File: config.mk
export PLATFORM = sky130hd
export DESIGN_NAME = otter_lsu_align
export DESIGN_NICKNAME = d
export VERILOG_FILES = /design/src/rtl/otter_lsu_align_pkg.sv /design/src/rtl/otter_lsu_align_lane.sv /design/src/rtl/otter_lsu_align.sv
export SDC_FILE = /design/constraint.sdc
export NUM_CORES = 1
export LEC_CHECK = 0
export ABC_AREA = 1
export CORE_MARGIN = 4
export CORE_UTILIZATION = 33
export CTS_CLUSTER_DIAMETER = 150
export DETAILED_ROUTE_END_ITERATION = 10
export GPL_TIMING_DRIVEN = 0
export HOLD_SLACK_MARGIN = 0.1
export PLACE_DENSITY_LB_ADDON = 0.08
export SLEW_MARGIN = 10
export SYNTH_ARGS = -nofsm -noshare
export SYNTH_HDL_FRONTEND = slang
export SYNTH_HIERARCHICAL = 1
export SYNTH_SLANG_ARGS = --single-unit
File: constraint.sdc
create_clock -name i_clk -period 13.75 [get_ports i_clk]
set_input_delay 2.75 -clock i_clk [delete_from_list [all_inputs] [get_ports i_clk]]
set_output_delay 2.75 -clock i_clk [all_outputs]
set_load 0.05 [all_outputs]
File: src/rtl/otter_lsu_align_pkg.sv
// Shared constants for the OTTER load/store alignment unit:
// funct3 codes, mcause selectors, LSU state encodings and access sizes.
package otter_lsu_align_pkg;

  localparam logic [2:0] FUNCT3_LB  = 3'b000;
  localparam logic [2:0] FUNCT3_LH  = 3'b001;
  localparam logic [2:0] FUNCT3_LW  = 3'b010;
  localparam logic [2:0] FUNCT3_LBU = 3'b100;
  localparam logic [2:0] FUNCT3_LHU = 3'b101;
  localparam logic [2:0] FUNCT3_SB  = 3'b000;
  localparam logic [2:0] FUNCT3_SH  = 3'b001;
  localparam logic [2:0] FUNCT3_SW  = 3'b010;

  localparam logic [3:0] MCAUSE_SEL_INVLD_INSTRN        = 4'd2;
  localparam logic [3:0] MCAUSE_SEL_LOAD_ADDR_MISALIGN  = 4'd4;
  localparam logic [3:0] MCAUSE_SEL_LOAD_ACCESS_FAULT   = 4'd5;
  localparam logic [3:0] MCAUSE_SEL_STORE_ADDR_MISALIGN = 4'd6;
  localparam logic [3:0] MCAUSE_SEL_STORE_ACCESS_FAULT  = 4'd7;

  localparam logic [2:0] LSU_ST_IDLE  = 3'd0;
  localparam logic [2:0] LSU_ST_REQ0  = 3'd1;
  localparam logic [2:0] LSU_ST_WAIT0 = 3'd2;
  localparam logic [2:0] LSU_ST_REQ1  = 3'd3;
  localparam logic [2:0] LSU_ST_WAIT1 = 3'd4;
  localparam logic [2:0] LSU_ST_DONE  = 3'd5;
  localparam logic [2:0] LSU_ST_EXCP  = 3'd6;

  localparam logic [2:0] SIZE_B = 3'd1;
  localparam logic [2:0] SIZE_H = 3'd2;
  localparam logic [2:0] SIZE_W = 3'd4;

  function automatic logic [2:0] lsu_size(input logic [1:0] sz);
    logic [2:0] s;
    case (sz)
      2'b00:   s = SIZE_B;
      2'b01:   s = SIZE_H;
      2'b10:   s = SIZE_W;
      default: s = 3'd0;
    endcase
    return s;
  endfunction

  function automatic logic lsu_f3_ok(
    input logic       we,
    input logic [2:0] f3
  );
    if (we)
      return (f3 == FUNCT3_SB) || (f3 == FUNCT3_SH) ||
             (f3 == FUNCT3_SW);
    return (f3 == FUNCT3_LB) || (f3 == FUNCT3_LH) ||
           (f3 == FUNCT3_LW) || (f3 == FUNCT3_LBU) ||
           (f3 == FUNCT3_LHU);
  endfunction

endpackage

File: src/rtl/otter_lsu_align_lane.sv
// Byte-lane logic: byte enables, store data shift, load merge
// across two bus words and sign/zero extension.
module otter_lsu_align_lane
  import otter_lsu_align_pkg::*;
(
  input  logic [2:0]  funct3,
  input  logic [1:0]  off,
  input  logic [31:0] wdata,
  input  logic [31:0] rdata0,
  input  logic [31:0] rdata1,
  output logic [3:0]  be0,
  output logic [3:0]  be1,
  output logic [31:0] wdata0,
  output logic [31:0] wdata1,
  output logic [31:0] rdata
);

  logic [2:0]  size;
  logic [7:0]  base;
  logic [7:0]  m;
  logic [63:0] w;
  logic [31:0] mrg;

  always_comb begin
    size = lsu_size(funct3[1:0]);
    base = 8'h00;
    unique case (1'b1)
      (size == SIZE_B): base = 8'h01;
      (size == SIZE_H): base = 8'h03;
      (size == SIZE_W): base = 8'h0f;
      default:          base = 8'h00;
    endcase
    m      = base << off;
    be0    = m[3:0];
    be1    = m[7:4];
    w      = {32'h0, wdata} << {off, 3'b000};
    wdata0 = w[31:0];
    wdata1 = w[63:32];
  end

  // Bytes beyond the access width may come from the unused word;
  // the extension below discards them.
  always_comb begin
    mrg   = 32'({rdata1, rdata0} >> {off, 3'b000});
    rdata = mrg;
    unique case (1'b1)
      (funct3 == FUNCT3_LB):
        rdata = {{24{mrg[7]}}, mrg[7:0]};
      (funct3 == FUNCT3_LH):
        rdata = {{16{mrg[15]}}, mrg[15:0]};
      (funct3 == FUNCT3_LBU):
        rdata = {24'h0, mrg[7:0]};
      (funct3 == FUNCT3_LHU):
        rdata = {16'h0, mrg[15:0]};
      default:
        rdata = mrg;
    endcase
  end

endmodule

File: src/rtl/otter_lsu_align.sv
// Load/store alignment engine: aligned, split or trapped accesses.
// Optional OTTER_LSU_ALIGN_STATS_EN adds split/trap counters.
module otter_lsu_align
  import otter_lsu_align_pkg::*;
#(
  parameter int XLEN           = 32,
  parameter int MISALIGN_SPLIT = 1
) (
  input  logic            i_clk,
  input  logic            i_rst,
  input  logic            i_req_valid,
  output logic            o_req_ready,
  input  logic            i_req_we,
  input  logic [2:0]      i_req_funct3,
  input  logic [XLEN-1:0] i_req_addr,
  input  logic [31:0]     i_req_wdata,
  output logic            o_rsp_valid,
  output logic [31:0]     o_rsp_rdata,
  output logic            o_excp_valid,
  output logic [3:0]      o_excp_sel,
  output logic [XLEN-1:0] o_trap_mtval,
  output logic            o_mem_valid,
  input  logic            i_mem_ready,
  output logic            o_mem_we,
  output logic [XLEN-1:0] o_mem_addr,
  output logic [3:0]      o_mem_be,
  output logic [31:0]     o_mem_wdata,
  input  logic            i_mem_rvalid,
  input  logic [31:0]     i_mem_rdata,
  input  logic            i_mem_err
`ifdef OTTER_LSU_ALIGN_STATS_EN
  ,
  output logic [31:0]     o_split_cnt,
  output logic [31:0]     o_trap_cnt
`endif
);

  logic [2:0]      state;
  logic            we_q;
  logic [2:0]      f3_q;
  logic [XLEN-1:0] addr_q;
  logic [31:0]     wdata_q;
  logic            cross_q;
  logic [31:0]     rdata0_q;
  logic [31:0]     rdata1_q;
  logic [3:0]      sel_q;
  logic [XLEN-1:0] mtval_q;

  logic [2:0]      req_size;
  logic [1:0]      req_off;
  logic            req_ok;
  logic            req_mis;
  logic            req_cross;
  logic            in_req;
  logic            first;
  logic            resp;
  logic [XLEN-1:0] base_addr;

  logic [3:0]      be0;
  logic [3:0]      be1;
  logic [31:0]     wd0;
  logic [31:0]     wd1;
  logic [31:0]     ld_data;

  always_comb begin
    req_size  = lsu_size(i_req_funct3[1:0]);
    req_off   = i_req_addr[1:0];
    req_ok    = lsu_f3_ok(i_req_we, i_req_funct3);
    req_mis   = ((req_size == SIZE_H) && req_off[0]) ||
                ((req_size == SIZE_W) && (req_off != 2'b00));
    req_cross = (({1'b0, req_off} + req_size) > 3'd4);
    in_req    = (state == LSU_ST_REQ0) ||
                (state == LSU_ST_REQ1);
    first     = (state == LSU_ST_REQ0) ||
                (state == LSU_ST_WAIT0);
    // A response may ride along with the accepting cycle.
    resp      = (in_req && i_mem_ready && i_mem_rvalid) ||
                (((state == LSU_ST_WAIT0) ||
                  (state == LSU_ST_WAIT1)) && i_mem_rvalid);
    base_addr = {addr_q[XLEN-1:2], 2'b00};
  end

  otter_lsu_align_lane u_lane (
    .funct3 (f3_q),
    .off    (addr_q[1:0]),
    .wdata  (wdata_q),
    .rdata0 (rdata0_q),
    .rdata1 (rdata1_q),
    .be0    (be0),
    .be1    (be1),
    .wdata0 (wd0),
    .wdata1 (wd1),
    .rdata  (ld_data)
  );

  always_ff @(posedge i_clk or posedge i_rst) begin
    if (i_rst) begin
      state    <= LSU_ST_IDLE;
      we_q     <= 1'b0;
      f3_q     <= 3'b000;
      addr_q   <= '0;
      wdata_q  <= '0;
      cross_q  <= 1'b0;
      rdata0_q <= '0;
      rdata1_q <= '0;
      sel_q    <= '0;
      mtval_q  <= '0;
    end else begin
      unique case (state)
        LSU_ST_IDLE: begin
          if (i_req_valid) begin
            we_q    <= i_req_we;
            f3_q    <= i_req_funct3;
            addr_q  <= i_req_addr;
            wdata_q <= i_req_wdata;
            cross_q <= req_cross;
            if (!req_ok) begin
              state   <= LSU_ST_EXCP;
              sel_q   <= MCAUSE_SEL_INVLD_INSTRN;
              mtval_q <= '0;
            end else if (req_mis && (MISALIGN_SPLIT == 0)) begin
              state   <= LSU_ST_EXCP;
              sel_q   <= i_req_we ?
                         MCAUSE_SEL_STORE_ADDR_MISALIGN :
                         MCAUSE_SEL_LOAD_ADDR_MISALIGN;
              mtval_q <= i_req_addr;
            end else begin
              state <= LSU_ST_REQ0;
            end
          end
        end
        LSU_ST_REQ0:
          if (i_mem_ready) state <= LSU_ST_WAIT0;
        LSU_ST_REQ1:
          if (i_mem_ready) state <= LSU_ST_WAIT1;
        LSU_ST_WAIT0, LSU_ST_WAIT1: begin
        end
        LSU_ST_DONE, LSU_ST_EXCP: begin
          state   <= LSU_ST_IDLE;
          sel_q   <= '0;
          mtval_q <= '0;
        end
        default: state <= LSU_ST_IDLE;
      endcase
      if (resp) begin
        if (i_mem_err) begin
          state   <= LSU_ST_EXCP;
          sel_q   <= we_q ? MCAUSE_SEL_STORE_ACCESS_FAULT :
                            MCAUSE_SEL_LOAD_ACCESS_FAULT;
          mtval_q <= addr_q;
        end else if (first) begin
          rdata0_q <= i_mem_rdata;
          state    <= cross_q ? LSU_ST_REQ1 : LSU_ST_DONE;
        end else begin
          rdata1_q <= i_mem_rdata;
          state    <= LSU_ST_DONE;
        end
      end
    end
  end

  always_comb begin
    o_req_ready  = (state == LSU_ST_IDLE) && !i_rst;
    o_mem_valid  = in_req;
    o_mem_we     = in_req && we_q;
    o_mem_addr   = '0;
    o_mem_be     = 4'h0;
    o_mem_wdata  = '0;
    if (state == LSU_ST_REQ0) begin
      o_mem_addr  = base_addr;
      o_mem_be    = be0;
      o_mem_wdata = wd0;
    end else if (state == LSU_ST_REQ1) begin
      o_mem_addr  = base_addr + XLEN'(4);
      o_mem_be    = be1;
      o_mem_wdata = wd1;
    end
    o_rsp_valid  = (state == LSU_ST_DONE);
    o_rsp_rdata  = (o_rsp_valid && !we_q) ? ld_data : 32'h0;
    o_excp_valid = (state == LSU_ST_EXCP);
    o_excp_sel   = o_excp_valid ? sel_q : 4'h0;
    o_trap_mtval = o_excp_valid ? mtval_q : '0;
  end

`ifdef OTTER_LSU_ALIGN_STATS_EN
  always_ff @(posedge i_clk or posedge i_rst) begin
    if (i_rst) begin
      o_split_cnt <= '0;
      o_trap_cnt  <= '0;
    end else begin
      if ((state == LSU_ST_DONE) && cross_q &&
          (o_split_cnt != 32'hffff_ffff))
        o_split_cnt <= o_split_cnt + 32'd1;
      // EXCP lasts exactly one cycle, so this counts entries.
      if ((state == LSU_ST_EXCP) &&
          (o_trap_cnt != 32'hffff_ffff))
        o_trap_cnt <= o_trap_cnt + 32'd1;
    end
  end
`endif

endmodule

# [Word-level counts from Yosys, hierarchy flattened]
# Index checks and enable logic that the tools add are counted.
[classes] n_addsub=2 magnitude_cmp=1 eq_ne=24 shifts=3 n_mux=36 bitwise_logic=2 reduce_logical=27
[ops] cell="two-way mux 32 bit" count=10
[ops] cell="case mux 32 bit (4 select lines)" count=1
[ops] cell="case mux 32 bit (2 select lines)" count=1
[ops] cell="<< shifter 32 x 5 -> 64 bit" count=1
[ops] cell=">> shifter 64 x 5 -> 32 bit" count=1
[ops] cell="adder 32 x 3 -> 32 bit, second input constant" count=1
[ops] cell="two-way mux 4 bit" count=7
[ops] cell="equality test 3 bit, second input constant" count=8
[ops] cell="two-way mux 3 bit" count=8
[ops] cell="case mux 3 bit (3 select lines)" count=2
[ops] cell="equality test 3 x 1 -> 1 bit, second input constant" count=4
[ops] cell="equality test 3 x 2 -> 1 bit, second input constant" count=4
[ops] cell="case mux 3 bit (4 select lines)" count=1
[ops] cell="case mux 4 bit (3 select lines)" count=1
[ops] cell="zero test 3 bit" count=3
[ops] cell="inequality test 3 bit, second input constant" count=3
[ops] cell="logical OR 1 bit" count=8
[ops] cell="case mux 4 bit (2 select lines)" count=1
[ops] cell="<< shifter 4 x 2 -> 8 bit" count=1
[ops] cell="logical AND 1 bit" count=6
[ops] cell="AND reduction 3 bit" count=2
[ops] cell="equality test 2 x 1 -> 1 bit, second input constant" count=2
[ops] cell="equality test 2 bit, second input constant" count=2
[ops] cell="zero test 2 bit" count=2
[ops] cell="10 further kinds" count=15
[totals] reg_bits=172 input_bits=106 out_inout_bits=141 word_cells=105

# [Longest topological paths before layout]
[depth] word_depth=11 mapped_depth=11 depth_no_buf=9

# [Cells and area by module]
# The synthesis kept the hierarchy.
[by_module_without_submodules] mod="otter_lsu_align" n_inst=1 cells_each=1203 area_each_um2=8832.2
[by_module_without_submodules] mod="otter_lsu_align_lane" n_inst=1 cells_each=434 area_each_um2=2170.8

# [Least setup slack after synthesis]
# No wires, ideal clock.
[synth_path] kind="input-to-output" start="input port i_rst" end="output port o_req_ready" arrival_time_ns=3.404 t_required_ns=11.000 setup_slack_ns=7.596 stages=1 path_cell_list="nor2_1"
[synth_between] elab_chain_cells=2
[synth_rtl] item="from (decl)" line="otter_lsu_align.sv:10" text="input logic i_rst,"
[synth_rtl] item="zero test 1 bit" line="otter_lsu_align.sv:163" text="o_req_ready = (state == LSU_ST_IDLE) && !i_rst;"
[synth_rtl] item="logical AND 1 bit" line="otter_lsu_align.sv:163"
[synth_rtl] item="to (decl)" line="otter_lsu_align.sv:12" text="output logic o_req_ready,"
# No other way between the ends.

# [Worst setup path after layout]
# Ends and elaborated chain as after synthesis.

==> results.cfg <==
[clocking]
cts_buffer_depth = 2
cts_resized = 0
postCtsSetupRepairBufs = 0
cts.sinks = 164
clock-root-buffer = clkbuf_16
htreeDepth = 4
cts_made_buffers = 17
cts_tree = done
clk_pin_slew_worst_paths_ns = 0.07
worstSkewPairLatency_ns = 0.44
holdBufCountCts = 0

[cells_and_area]
final_nets = 1999
drive_above_1_share = 0.0785
utilization = 0.451
syn_to_final_growth_pct = 33.6
fillCellCount = 3417
antennaDiodeCount = 0

[floorplanning]
start_util = 0.338
die_w_um = 188
rows = 65
dieArea_mm2 = 0.0355
die_h_um = 188
ioPinCount = 247
core_area_mm2 = 0.0318

[power]
p_leak_nw = 6.76
p_per_area_mw_per_mm2 = 225
peakVddDrop_uv = 113
finalPower_w = 0.00323

[sta]
tightest_slew_ns = 0.783
fin_crit_sh = 0.505
fin_worst_skew_ns = 0.00912
tns_ns = 0
slew_viol_final = 0
rsz0062_at_grt = false
holdWs_ns = 0.469
worst_slack_ns = 6.80
setup_viol = 0
max_freq_mhz = 144
hold_violations = 0
relSlewSlack = 0.478
layout_min_cycle_time_ns = 6.95

[drt]
postRouteAntennaNets = 0
routed_wl_um = 42700
drc_errors = 0
viasPerCell = 4.95
num_vias = 11600
drt_iter0_drc = 876
drt-pass1-iter-count = 5
wl_per_cell_um = 18.3

[synth]
synth_warnings = 6
syn_area_mm2 = 0.0107
syn_avg_cell_area_um2 = 6.65
synth_cells = 1613

[critical_path]
start_kind = input port
critPathMaxFanout = 2
crit_path_end_kind = output port
worstSetupPathType = in2out
cp_data_required_time_ns = 11.00
cp.arrival_ns = 4.20

[grt]
grt.met1_usage = 0.302
top_usage_layer = met2
grt_pass1_wl_um = 65000
grt_pass1_vias = 11300
grt_usage = 0.235
use_met3 = 0.0421
grt_overflow = 0
use_met2 = 0.406
antenna_found_initial = 1
grt_max_degree = 87

[placement]
dp_slack_ns = 6.78
gp_congestion = 0.917
port_buffers = 244
hpwl_um = 32600

[status]
status = finished, final reports clean

[flow_run]
drv_cap = 0

[min_path]
hold_path.class = reg2reg
-- layout by cell type (no fill, tap or decap), types with 4 or more instances in the layout --
master,instances
buf_4,27
a21oi_1,16
buf_2,41
clkinv_2,4
nand3_2,19
o21ai_1,76
ha_1,6
nand4_1,7
a32oi_1,7
nor2_1,144
a22o_1,37
inv_1,164
clkbuf_16,17
clkdlybuf4s50_1,244
inv_2,8
nand2_1,565
o21ai_0,83
and2_1,9
dfrtp_1,164
clkbuf_1,28
nand2_2,4
buf_6,8
inv_6,5
buf_1,4
nand3_1,168
nor3_1,10
conb_1,11
-- stage by stage --
stage          area [um2]  cells
5_1_grt             14300   2334
3_3_place_gp        13800   2301
4_1_cts             14300   2334
3_5_place_dp        13800   2302
6_report            14300   2334
2_1_floorplan       10800   1622
-- sequential cells by signal, summed over array words and instances, names as in the netlist --
signal	count
addr_q	32
mtval_q	32
rdata0_q	32
wdata_q	32
rdata1_q	24
sel_q	4
f3_q	3
state	3
cross_q	1
we_q	1
-- final timing paths --
path,startpoint,endpoint,slack (ns),cells past startpoint
worst min register to register,sel_q[2]$_DFF_PP0_,sel_q[2]$_DFF_PP0_,0.47,2
worst min-delay path,sel_q[2]$_DFF_PP0_,sel_q[2]$_DFF_PP0_,0.47,2
min in group asynchronous,i_rst,state[0]$_DFFE_PP0P_,2.78,2
worst max register to register,state[1]$_DFFE_PP0P_,wdata_q[9]$_DFFE_PP0P_,11.71,8
max in group asynchronous,i_rst,addr_q[20]$_DFFE_PP0P_,10.10,3
worst max-delay path,i_rst,o_req_ready,6.80,3
-- per-layer routing --
metal  wire, um  part of all wire  vias to the layer above
met4       1150             0.027                        2
li1           -                 -                     5647
met2      20400              0.48                      448
met3       2820             0.066                       62
met1      18300              0.43                     5404
met5         13           0.00030                        -
-- worst max-delay path, cell delays in order --
cell	delay [ns]
clkdlybuf4s50_1	0.51
nor2_1	0.14
clkdlybuf4s50_1	0.80
-- layout make-up --
class / instances / area, um2 / area share
Buffer: 108 / 618 / 0.0431
Clock buffer: 17 / 425 / 0.0297
Clock inverter: 15 / 124 / 0.00864
Inverter: 173 / 657 / 0.0458
Multi-Input combinational cell: 1177 / 5400 / 0.376
Sequential cell: 164 / 4100 / 0.286
Tap cell: 435 / 544 / 0.0380
Timing Repair Buffer: 245 / 2470 / 0.172
-- where the power goes --
group          switching [W]  total (W)  internal [W]
Sequential          0.000252   0.000957      0.000705
Combinational        0.00122    0.00181      0.000589
Clock               0.000223   0.000458      0.000236
Power figures use the tool's default switching activity.
